$ cat config.mk
export PLATFORM = sky130hd
export DESIGN_NAME = load_store_unit_flat
export DESIGN_NICKNAME = d
export VERILOG_FILES = /design/src/rtl/lsu_pkg.sv /design/src/rtl/load_store_unit_if.sv /design/src/rtl/load_extend.sv /design/src/rtl/load_store_unit.sv /design/src/flat_wrapper.sv
export SDC_FILE = /design/constraint.sdc
export NUM_CORES = 1
export LEC_CHECK = 0
export CORE_AREA = 2 2 103 125
export CTS_CLUSTER_DIAMETER = 60
export DETAILED_ROUTE_END_ITERATION = 16
export DIE_AREA = 0 0 105 127
export GPL_TIMING_DRIVEN = 0
export MAX_ROUTING_LAYER = met4
export PLACE_DENSITY_LB_ADDON = 0.2
export RECOVER_POWER = 25
export SKIP_CTS_REPAIR_TIMING = 1
export SYNTH_ARGS = -nofsm -noshare
export SYNTH_HDL_FRONTEND = slang
export SYNTH_HIERARCHICAL = 1
export SYNTH_SLANG_ARGS = --single-unit
export TNS_END_PERCENT = 30
$ cat constraint.sdc
create_clock -name clk_in -period 5.2 [get_ports clk_in]
set_input_delay 1.04 -clock clk_in [delete_from_list [all_inputs] [get_ports clk_in]]
set_output_delay 1.04 -clock clk_in [all_outputs]
set_load 0.05 [all_outputs]
$ cat src/rtl/lsu_pkg.sv
// Shared load/store definitions: RV32I funct3 width codes, response error
// codes, load/store unit state encodings and request legality helpers.
// Used by load_store_unit, load_extend, DataMemory and the decoder.
package lsu_pkg;

  // RV32I load/store funct3 codes (stores use only B/H/W)
  localparam logic [2:0] F3_B  = 3'd0;
  localparam logic [2:0] F3_H  = 3'd1;
  localparam logic [2:0] F3_W  = 3'd2;
  localparam logic [2:0] F3_BU = 3'd4;
  localparam logic [2:0] F3_HU = 3'd5;

  // resp_error codes
  localparam logic [1:0] ERR_OK       = 2'b00;
  localparam logic [1:0] ERR_MISALIGN = 2'b01;
  localparam logic [1:0] ERR_FUNCT3   = 2'b10;
  localparam logic [1:0] ERR_TIMEOUT  = 2'b11;

  // Load/store unit state encodings
  localparam logic [1:0] ST_IDLE   = 2'd0;
  localparam logic [1:0] ST_ACCESS = 2'd1;
  localparam logic [1:0] ST_RESP   = 2'd2;

  // Loads accept B/H/W/BU/HU; stores accept B/H/W only.
  function automatic logic f3_illegal(input logic is_store, input logic [2:0] f3);
    logic bad;
    if (is_store) bad = (f3 > F3_W);
    else          bad = (f3 == 3'd3) || (f3 == 3'd6) || (f3 == 3'd7);
    return bad;
  endfunction

  // Width comes from funct3[1:0] (00 byte, 01 half, 10 word) for legal codes.
  function automatic logic addr_misaligned(input logic [2:0] f3, input logic [1:0] a);
    logic mis;
    case (f3[1:0])
      2'b01:   mis = a[0];
      2'b10:   mis = (a != 2'b00);
      default: mis = 1'b0;
    endcase
    return mis;
  endfunction

endpackage

$ cat src/rtl/load_store_unit_if.sv
// Core/memory handshake bundle for load_store_unit.
//   modport slave  : the load/store unit (accepts core requests, drives memory)
//   modport master : the surrounding system (execute stage issuing requests
//                    and DataMemory answering accesses)
// Core side : req_valid/req_ready handshake, request fields, one-cycle response,
//             busy_out stall indication.
// Memory side: address, read/write strobes, store width, lane mask, write data,
//             mem_ready completion and read data.
interface load_store_unit_if;
  // core request / response
  logic        req_valid;
  logic        req_ready;
  logic        req_is_store;
  logic [2:0]  req_funct3;
  logic [31:0] req_address;
  logic [31:0] req_store_data;
  logic [4:0]  req_rd;
  logic        resp_valid;
  logic [31:0] resp_data;
  logic [4:0]  resp_rd;
  logic [1:0]  resp_error;
  logic        busy_out;
  // data memory
  logic [31:0] mem_address;
  logic        mem_read;
  logic        mem_write;
  logic [2:0]  mem_store_sel;
  logic [3:0]  mem_byte_enable;
  logic [31:0] mem_write_data;
  logic        mem_ready;
  logic [31:0] mem_read_data;

  modport slave (
    input  req_valid, req_is_store, req_funct3, req_address, req_store_data, req_rd,
    output req_ready, resp_valid, resp_data, resp_rd, resp_error, busy_out,
    output mem_address, mem_read, mem_write, mem_store_sel, mem_byte_enable, mem_write_data,
    input  mem_ready, mem_read_data
  );

  modport master (
    output req_valid, req_is_store, req_funct3, req_address, req_store_data, req_rd,
    input  req_ready, resp_valid, resp_data, resp_rd, resp_error, busy_out,
    input  mem_address, mem_read, mem_write, mem_store_sel, mem_byte_enable, mem_write_data,
    output mem_ready, mem_read_data
  );
endinterface

$ cat src/rtl/load_extend.sv
// Load result extraction: selects the byte/half lane of a memory word by
// address low bits and sign- or zero-extends it according to funct3.
//   word_in  : 32-bit word returned by memory
//   byte_sel : address bits [1:0] (byte lane; bit 1 selects the half lane)
//   funct3   : load funct3 (LB/LH/LW/LBU/LHU); other codes return 0
//   result   : extended 32-bit load value
module load_extend
  import lsu_pkg::*;
(
  input  logic [31:0] word_in,
  input  logic [1:0]  byte_sel,
  input  logic [2:0]  funct3,
  output logic [31:0] result
);

  logic [7:0]  lane_b;
  logic [15:0] lane_h;

  always_comb begin
    case (byte_sel)
      2'd0:    lane_b = word_in[7:0];
      2'd1:    lane_b = word_in[15:8];
      2'd2:    lane_b = word_in[23:16];
      default: lane_b = word_in[31:24];
    endcase
    lane_h = byte_sel[1] ? word_in[31:16] : word_in[15:0];

    case (funct3)
      F3_B:    result = {{24{lane_b[7]}}, lane_b};
      F3_H:    result = {{16{lane_h[15]}}, lane_h};
      F3_W:    result = word_in;
      F3_BU:   result = {24'd0, lane_b};
      F3_HU:   result = {16'd0, lane_h};
      default: result = '0;
    endcase
  end

endmodule

$ cat src/rtl/load_store_unit.sv
// Load/store unit: initiator side of the core-to-DataMemory interface.
// Accepts one request at a time from the execute stage, rejects illegal or
// misaligned requests without touching memory, otherwise strobes memory
// until mem_ready (or a MEM_TIMEOUT-cycle abort) and returns a one-cycle
// response with the extended load data and an error code.
// Ports:
//   clk_in : clock, rising edge
//   rst_in : synchronous active-high reset
//   bus    : load_store_unit_if.slave (core request/response + memory side)
// Parameters:
//   MEM_TIMEOUT : cycles the access strobe may stay up without mem_ready (>=1)
module load_store_unit
  import lsu_pkg::*;
#(
  parameter int unsigned MEM_TIMEOUT = 16
) (
  input  logic              clk_in,
  input  logic              rst_in,
  load_store_unit_if.slave  bus
);

  localparam int unsigned       CNT_W    = (MEM_TIMEOUT > 1) ? $clog2(MEM_TIMEOUT) : 1;
  localparam logic [CNT_W-1:0]  CNT_LAST = CNT_W'(MEM_TIMEOUT - 1);
  localparam logic [CNT_W-1:0]  CNT_ONE  = 1;

  logic [1:0]       state_q,    state_d;
  logic [31:0]      addr_q,     addr_d;
  logic [2:0]       f3_q,       f3_d;
  logic             store_q,    store_d;
  logic [3:0]       be_q,       be_d;
  logic [31:0]      wdata_q,    wdata_d;
  logic [4:0]       rd_q,       rd_d;
  logic [31:0]      rdata_q,    rdata_d;
  logic [1:0]       err_q,      err_d;
  logic [CNT_W-1:0] cnt_q,      cnt_d;

  logic [31:0]      load_value;

  load_extend u_load_extend (
    .word_in  (bus.mem_read_data),
    .byte_sel (addr_q[1:0]),
    .funct3   (f3_q),
    .result   (load_value)
  );

  always_comb begin
    state_d = state_q;
    addr_d  = addr_q;
    f3_d    = f3_q;
    store_d = store_q;
    be_d    = be_q;
    wdata_d = wdata_q;
    rd_d    = rd_q;
    rdata_d = rdata_q;
    err_d   = err_q;
    cnt_d   = cnt_q;

    case (state_q)
      ST_IDLE: begin
        if (bus.req_valid) begin
          addr_d  = bus.req_address;
          f3_d    = bus.req_funct3;
          store_d = bus.req_is_store;
          rd_d    = bus.req_rd;
          rdata_d = '0;
          cnt_d   = '0;

          // Lane mask and replication follow DataMemory lane ordering
          // (lane 0 = bits [7:0] = lowest byte address).
          be_d    = '0;
          wdata_d = '0;
          if (bus.req_is_store) begin
            case (bus.req_funct3)
              F3_B: begin
                be_d    = 4'b0001 << bus.req_address[1:0];
                wdata_d = {4{bus.req_store_data[7:0]}};
              end
              F3_H: begin
                be_d    = bus.req_address[1] ? 4'b1100 : 4'b0011;
                wdata_d = {2{bus.req_store_data[15:0]}};
              end
              F3_W: begin
                be_d    = 4'b1111;
                wdata_d = bus.req_store_data;
              end
              default: ;
            endcase
          end

          // Illegal funct3 is checked before alignment.
          if (f3_illegal(bus.req_is_store, bus.req_funct3)) begin
            err_d   = ERR_FUNCT3;
            state_d = ST_RESP;
          end else if (addr_misaligned(bus.req_funct3, bus.req_address[1:0])) begin
            err_d   = ERR_MISALIGN;
            state_d = ST_RESP;
          end else begin
            err_d   = ERR_OK;
            state_d = ST_ACCESS;
          end
        end
      end

      ST_ACCESS: begin
        if (bus.mem_ready) begin
          rdata_d = store_q ? '0 : load_value;
          err_d   = ERR_OK;
          state_d = ST_RESP;
        end else if (cnt_q == CNT_LAST) begin
          rdata_d = '0;
          err_d   = ERR_TIMEOUT;
          state_d = ST_RESP;
        end else begin
          cnt_d   = cnt_q + CNT_ONE;
        end
      end

      ST_RESP: state_d = ST_IDLE;

      default: state_d = ST_IDLE;
    endcase
  end

  always_ff @(posedge clk_in) begin
    if (rst_in) begin
      state_q <= ST_IDLE;
      addr_q  <= '0;
      f3_q    <= '0;
      store_q <= 1'b0;
      be_q    <= '0;
      wdata_q <= '0;
      rd_q    <= '0;
      rdata_q <= '0;
      err_q   <= '0;
      cnt_q   <= '0;
    end else begin
      state_q <= state_d;
      addr_q  <= addr_d;
      f3_q    <= f3_d;
      store_q <= store_d;
      be_q    <= be_d;
      wdata_q <= wdata_d;
      rd_q    <= rd_d;
      rdata_q <= rdata_d;
      err_q   <= err_d;
      cnt_q   <= cnt_d;
    end
  end

  assign bus.req_ready       = (state_q == ST_IDLE);
  assign bus.busy_out        = (state_q != ST_IDLE);
  assign bus.resp_valid      = (state_q == ST_RESP);
  assign bus.resp_data       = rdata_q;
  assign bus.resp_rd         = rd_q;
  assign bus.resp_error      = err_q;

  assign bus.mem_address     = addr_q;
  assign bus.mem_read        = (state_q == ST_ACCESS) && !store_q;
  assign bus.mem_write       = (state_q == ST_ACCESS) && store_q;
  assign bus.mem_store_sel   = f3_q;
  assign bus.mem_byte_enable = be_q;
  assign bus.mem_write_data  = wdata_q;

endmodule

$ cat src/flat_wrapper.sv
// flat-port wrapper written by rule: the top's interface ports become plain ports
module load_store_unit_flat import lsu_pkg::*;
#(
  parameter int unsigned MEM_TIMEOUT = 16
)
  (clk_in, rst_in, bus_req_valid, bus_req_is_store, bus_req_funct3, bus_req_address, bus_req_store_data, bus_req_rd, bus_req_ready, bus_resp_valid, bus_resp_data, bus_resp_rd, bus_resp_error, bus_busy_out, bus_mem_address, bus_mem_read, bus_mem_write, bus_mem_store_sel, bus_mem_byte_enable, bus_mem_write_data, bus_mem_ready, bus_mem_read_data);
  load_store_unit_if bus_i ();
  input  logic clk_in;
  input  logic rst_in;
  input wire logic [$bits(bus_i.req_valid)-1:0] bus_req_valid;
  input wire logic [$bits(bus_i.req_is_store)-1:0] bus_req_is_store;
  input wire logic [$bits(bus_i.req_funct3)-1:0] bus_req_funct3;
  input wire logic [$bits(bus_i.req_address)-1:0] bus_req_address;
  input wire logic [$bits(bus_i.req_store_data)-1:0] bus_req_store_data;
  input wire logic [$bits(bus_i.req_rd)-1:0] bus_req_rd;
  output wire logic [$bits(bus_i.req_ready)-1:0] bus_req_ready;
  output wire logic [$bits(bus_i.resp_valid)-1:0] bus_resp_valid;
  output wire logic [$bits(bus_i.resp_data)-1:0] bus_resp_data;
  output wire logic [$bits(bus_i.resp_rd)-1:0] bus_resp_rd;
  output wire logic [$bits(bus_i.resp_error)-1:0] bus_resp_error;
  output wire logic [$bits(bus_i.busy_out)-1:0] bus_busy_out;
  output wire logic [$bits(bus_i.mem_address)-1:0] bus_mem_address;
  output wire logic [$bits(bus_i.mem_read)-1:0] bus_mem_read;
  output wire logic [$bits(bus_i.mem_write)-1:0] bus_mem_write;
  output wire logic [$bits(bus_i.mem_store_sel)-1:0] bus_mem_store_sel;
  output wire logic [$bits(bus_i.mem_byte_enable)-1:0] bus_mem_byte_enable;
  output wire logic [$bits(bus_i.mem_write_data)-1:0] bus_mem_write_data;
  input wire logic [$bits(bus_i.mem_ready)-1:0] bus_mem_ready;
  input wire logic [$bits(bus_i.mem_read_data)-1:0] bus_mem_read_data;
  assign bus_i.req_valid = bus_req_valid;
  assign bus_i.req_is_store = bus_req_is_store;
  assign bus_i.req_funct3 = bus_req_funct3;
  assign bus_i.req_address = bus_req_address;
  assign bus_i.req_store_data = bus_req_store_data;
  assign bus_i.req_rd = bus_req_rd;
  assign bus_req_ready = bus_i.req_ready;
  assign bus_resp_valid = bus_i.resp_valid;
  assign bus_resp_data = bus_i.resp_data;
  assign bus_resp_rd = bus_i.resp_rd;
  assign bus_resp_error = bus_i.resp_error;
  assign bus_busy_out = bus_i.busy_out;
  assign bus_mem_address = bus_i.mem_address;
  assign bus_mem_read = bus_i.mem_read;
  assign bus_mem_write = bus_i.mem_write;
  assign bus_mem_store_sel = bus_i.mem_store_sel;
  assign bus_mem_byte_enable = bus_i.mem_byte_enable;
  assign bus_mem_write_data = bus_i.mem_write_data;
  assign bus_i.mem_ready = bus_mem_ready;
  assign bus_i.mem_read_data = bus_mem_read_data;
  load_store_unit #(.MEM_TIMEOUT(MEM_TIMEOUT)) u_core (.clk_in(clk_in), .rst_in(rst_in), .bus(bus_i));
endmodule
# [After elaboration in Yosys (flattened, before gate mapping)]
# Cells that the tools add are included.
# Widths: inputs -> output; s select.
[totals] out_inout_bits=115 elab_cells=85 ff_bits=117 input_bits=109
[classes] n_reduce_logical=16 muxes=36 n_shift=1 order_cmp=1 n_addsub=1 eq_ne=20
[ops] op="$mux 32" count=5
[ops] op="$pmux 32 s5" count=1
[ops] op="$pmux 32 s3" count=1
[ops] op="$pmux 32 s2" count=1
[ops] op="$pmux 8 s3" count=1
[ops] op="$mux 4" count=5
[ops] op="$mux 2" count=9
[ops] op="$mux 16" count=1
[ops] op="$eq 3x3->1 const B" count=4
[ops] op="$pmux 4 s3" count=1
[ops] op="$eq 3x2->1 const B" count=3
[ops] op="$pmux 2 s2" count=2
[ops] op="$pmux 4 s2" count=1
[ops] op="$mux 1" count=7
[ops] op="$eq 2x1->1 const B" count=3
[ops] op="$eq 2x2->1 const B" count=3
[ops] op="$eq 3x1->1 const B" count=2
[ops] op="$logic_not 3->1" count=2
[ops] op="$ne 2x2->1 const B" count=3
[ops] op="$reduce_bool 2->1" count=3
[ops] op="$add 4x1->4 const B" count=1
[ops] op="$eq 4x4->1 const B" count=1
[ops] op="$logic_not 2->1" count=2
[ops] op="$reduce_and 2->1" count=2
[ops] op="other kinds (9)" count=11

# [Depth between registers and ports, before layout]
[depth] depth_word=13 mapped_depth=8 depth_no_buf=6

# [Hierarchy]
# The synthesis kept the hierarchy.
[by_module_without_submodules] module="load_store_unit" seq_area_each_um2=2342.2 area_each_um2=4546.9 cells_per_inst=521 instances=1
[by_module_without_submodules] module="load_extend" seq_area_each_um2=0.0 area_each_um2=1044.8 cells_per_inst=133 instances=1

# [Least setup slack after synthesis]
# OpenSTA, ideal clock, no wires.
[synth_timing] kind="register -> output" startpoint="reg u_core.state_q[1]" endpoint="out bus_busy_out" setup_slack_ns=2.603 n_path_buf=0 t_arrival_ns=1.557 stages_incl_launch_ff=3 required_time_ns=4.160 path_cell_list="dfxtp_1 nor2_1 inv_1"
[synth_between] elab_chain_len=1
[synth_rtl] element="start: declaration" line="load_store_unit.sv:26" rtl="logic [1:0] state_q, state_d;"
[synth_rtl] element="start signal: assignment" line="load_store_unit.sv:137" rtl="state_q <= state_d;"
[synth_rtl] element="$reduce_bool 2->1" line="load_store_unit.sv:151" rtl="assign bus.busy_out = (state_q != ST_IDLE);"
[synth_rtl] element="end: declaration" line="flat_wrapper.sv:21" rtl="output wire logic [$bits(bus_i.busy_out)-1:0] bus_busy_out;"
# No other way between the ends.

# [Worst setup path after layout]
[layout_timing] startpoint="in bus_mem_read_data[31]" endpoint="reg u_core.rdata_q[22], in the netlist u_core/bus.resp_data[22]"
[layout_between] elab_chain_len=5 elab_cells_between_ends=6 classes_between="mux (6)"
[layout_rtl] element="start: declaration" line="flat_wrapper.sv:29" rtl="input wire logic [$bits(bus_i.mem_read_data)-1:0] bus_mem_read_data;"
[layout_rtl] element="$pmux 8 s3 / $mux 16 (equally long branches)" line="load_extend.sv:20, load_extend.sv:26"
[layout_rtl] element="$pmux 32 s5 *" line="load_extend.sv:28" rtl="case (funct3)"
[layout_rtl] element="net u_core.load_value[22]" line="load_store_unit.sv:37" rtl="logic [31:0] load_value;"
[layout_rtl] element="$mux 32 *" line="load_store_unit.sv:106" rtl="rdata_d = store_q ? '0 : load_value;"
[layout_rtl] element="$mux 32 *" line="load_store_unit.sv:105" rtl="if (bus.mem_ready) begin"
[layout_rtl] element="$pmux 32 s2 *" line="load_store_unit.sv:58" rtl="case (state_q)"
[layout_rtl] element="end signal: assignment" line="load_store_unit.sv:144" rtl="rdata_q <= rdata_d;"
[layout_rtl] element="end: declaration" line="load_store_unit.sv:33" rtl="logic [31:0] rdata_q, rdata_d;"
# Mark *: on every way through the listed nets, which the timed path passes. The rest lies on a longest branch.
# A chain may end at the register's enable or synchronous reset.

==> reports/qor.txt <==
worst hold path type -> register to register
share of the synthesized area in the top cell type -> 0.4189
Area growth syn-to-layout -> 53.79%
number of remaining DRC errors -> 0
hpwl dp -> 14970 microns
share of layout cells above drive strength 1 -> 0.09702
Final min period -> 3311 ps
clk root buf -> clkbuf_16
critical path required time -> 5470 ps
all-layer global routing usage -> 0.3108
Seq/Total Area, Yosys -> 0.4189
top cells by area, synth -> dfxtp_1 (42%), a22oi_1 (10%), nand2_1 (7.4%), a21oi_1 (6.5%), nor2_1 (4.2%)
maximum VDD drop -> 228.7 uV
Synth Area per Inst -> 8.550 sq um
I/O pins -> 224
Setup Slack @ Placement -> 1961 ps
row cnt -> 44
die area -> 13340 sq um
CTS tree -> built
Leak -> 3.096 nW
Pre-antenna DRT Iters -> 6
leading cell types in the layout, fill and taps excluded -> clkdlybuf4s50_1 (218), dfxtp_1 (117), nand2_1 (110)
Final period util -> 0.6367
Top Family by Delay on Critical Path -> compound AO/OA/AOI/OAI gates
FFs w/ async S/R, synth -> 0
post-synthesis register bit count -> 117
RSZ-0062 raised after global routing -> false
Mapped Cells -> 654
outcome -> completed
critical path class -> input port to register
Yosys cell types -> 57
slowest CP cell -> a21boi_0
Starting Density -> 0.4659
# Max-Cap Violations -> 0
Critical Path Sink Type -> register
Arrival @ worst endpoint -> 3580 ps
CTS sink cnt -> 117
cells along the critical path -> dlygate4sd3_1 -> mux2_1 -> a21boi_0 -> clkbuf_1 -> a211oi_1 -> a22oi_1 -> nor2_1
Reg2Reg Capture Point -> u_core/bus.resp_data[22]$_SDFFE_PP0P_
measured slew at the worst slew-check pin -> 849.0 ps
Max Fclk -> 0.3020 GHz
IO buf count -> 221
Critical Path Source Type -> input port
Num CTS Buffers -> 17
first-pass GRT wire length -> 32000 microns
Synth Cell Area -> 5592 sq um
Die W -> 105 microns
initial antenna violation count -> 0
CTS H-tree lvls -> 4
CTS max path bufs -> 2
Clock Pin Slew Worst Setup and Hold Paths -> 50 ps
cell accounting for the most synthesized area -> dfxtp_1
CP bufs+invs -> 2
Hold EP -> u_core/bus.mem_address[12]$_SDFFE_PP0P_
remaining antenna violation count -> 0
largest net degree at the start of global routing -> 17
Clock Latency Late Sink -> 400 ps
Reg2Reg Setup Slack -> 2500 ps
grt ovf -> 0
most common cell after layout, fill and taps aside -> clkdlybuf4s50_1
DR vias/cell -> 5.681
post-route insts no fill -> 1068
DR WL/cell -> 19.04 microns
# diodes -> 0
Hold Crit Start -> u_core/bus.mem_address[12]$_SDFFE_PP0P_
Vias -> 6067
die height -> 127 microns
Hold Fails Final Rpt -> 0
Main synth FF type -> dfxtp_1
Max Slew Vio Count -> 0
power per cell area -> 327.1 nW/um^2
Detailed Route Iter0 Violations -> 361
FF-to-FF path depth -> 7
Worst slew margin -> 0.4289
Final Routed Wirelength -> 20330 microns
hold path cells -> 2
worst r2r src -> u_core/bus.mem_address[1]$_SDFFE_PP0P_
fin util -> 0.7165
Clock Skew -> 9.345 ps
EDFF count, synth -> 0
GPL Wtd Cong -> 0.9546
setup TNS -> 0 ps
dpl cells -> 1036
post-synthesis net count -> 769
vias in the first global route -> 6143
Setup WS post-layout -> 1889 ps
Max Fanout on Critical Path -> 10
Ys Warns -> 6
Layout Nets -> 1009
final setup fails -> 0
core box area -> 12000 sq um
critical path's largest stage delay -> 730 ps
cells by family after synthesis:
family | Yosys count | share of synthesized area
XOR/XNOR | 2 | 0.003133
flip-flops | 117 | 0.4189
adder cells (fa/ha/maj) | 6 | 0.01343
multiplexers | 23 | 0.05639
AND/OR/NAND/NOR | 211 | 0.1642
buffers and inverters | 65 | 0.06131
AO/OA/AOI/OAI | 230 | 0.2826
cell usage after synthesis, types with 8 or more instances:
cell and count:
buf_2 19, dfxtp_1 117, mux2_2 11, nor2_1 62
clkbuf_1 24, a21oi_1 73, o21ai_2 10, nor2b_1 11
nand2_1 110, buf_6 8, o21ai_1 10, a22o_1 8
a211oi_1 17, a22oi_1 77
worst max path at each step:
stage                                   start                                          to  slack [ps]  depth (start not counted)
2_1_floorplan  u_core/state_q[1]$_SDFFE_PP0P_                                bus_busy_out        2600                          2
3_3_place_gp                bus_req_funct3[1]  u_core/bus.mem_write_data[18]$_SDFFE_PP0P_        1990                          8
3_5_place_dp                bus_req_funct3[1]  u_core/bus.mem_write_data[21]$_SDFFE_PP0P_        1960                          8
4_1_cts        u_core/state_q[0]$_SDFFE_PP0P_                               bus_mem_write        2080                          3
5_1_grt                 bus_mem_read_data[31]       u_core/bus.resp_data[22]$_SDFFE_PP0P_        1740                          7
6_report                bus_mem_read_data[31]       u_core/bus.resp_data[22]$_SDFFE_PP0P_        1890                          7
metrics by stage:
| stage | instance area (sq um) | total power [mW] | hold WS (ps) |
|---|---|---|---|
| floorplan | 5592 | 1.343 | 449.2 |
| global placement | 8005 | 1.581 | 434.7 |
| detailed placement | 8005 | 1.592 | 442.8 |
| CTS | 8630 | 2.828 | 452.7 |
| global route | 8600 | 2.917 | 472.2 |
| finish | 8600 | 2.813 | 449.8 |
worst register-to-register path: cells and delay by family, from the launching register on:
family | cells | cell delay, ps
AOI/OAI and AO/OA | 3 | 1050
buffers and inverters | 2 | 620
DFF | 1 | 380
muxes | 1 | 470
and+or+nand+nor | 1 | 70
layout make-up:
type                    instances  area (sq um)
repair buffers                221          2212
plain buffers                  58         306.5
fillers                       969          3402
multi-input cells             472          2887
inverters                       7         26.28
well taps                     161         201.4
flip-flops and latches        117          2342
clock inverters                11         173.9
clock buffers                  21         450.4
layer usage:
layer / routed length [microns] / share of wire / GRT usage
met1: 7524 / 0.37 / 0.3369
met2: 10310 / 0.51 / 0.5294
met3: 1608 / 0.079 / 0.08010
met4: 888 / 0.044 / 0.1529
met5: 0 / 0 / -
flip-flops by register name (all words and copies together), names as in the netlist:
register / flops
u_core/bus.mem_address: 32
u_core/bus.mem_byte_enable: 4
u_core/bus.mem_store_sel: 3
u_core/bus.mem_write_data: 32
u_core/bus.resp_data: 32
u_core/bus.resp_error: 2
u_core/bus.resp_rd: 5
u_core/cnt_q: 4
u_core/state_q: 2
u_core/store_q: 1
power breakdown:
group	switching, mW	internal [mW]
registers	0.0248	0.932
logic	0.377	0.248
clock network	0.414	0.817
No activity file was read; power rests on OpenSTA's default activity.
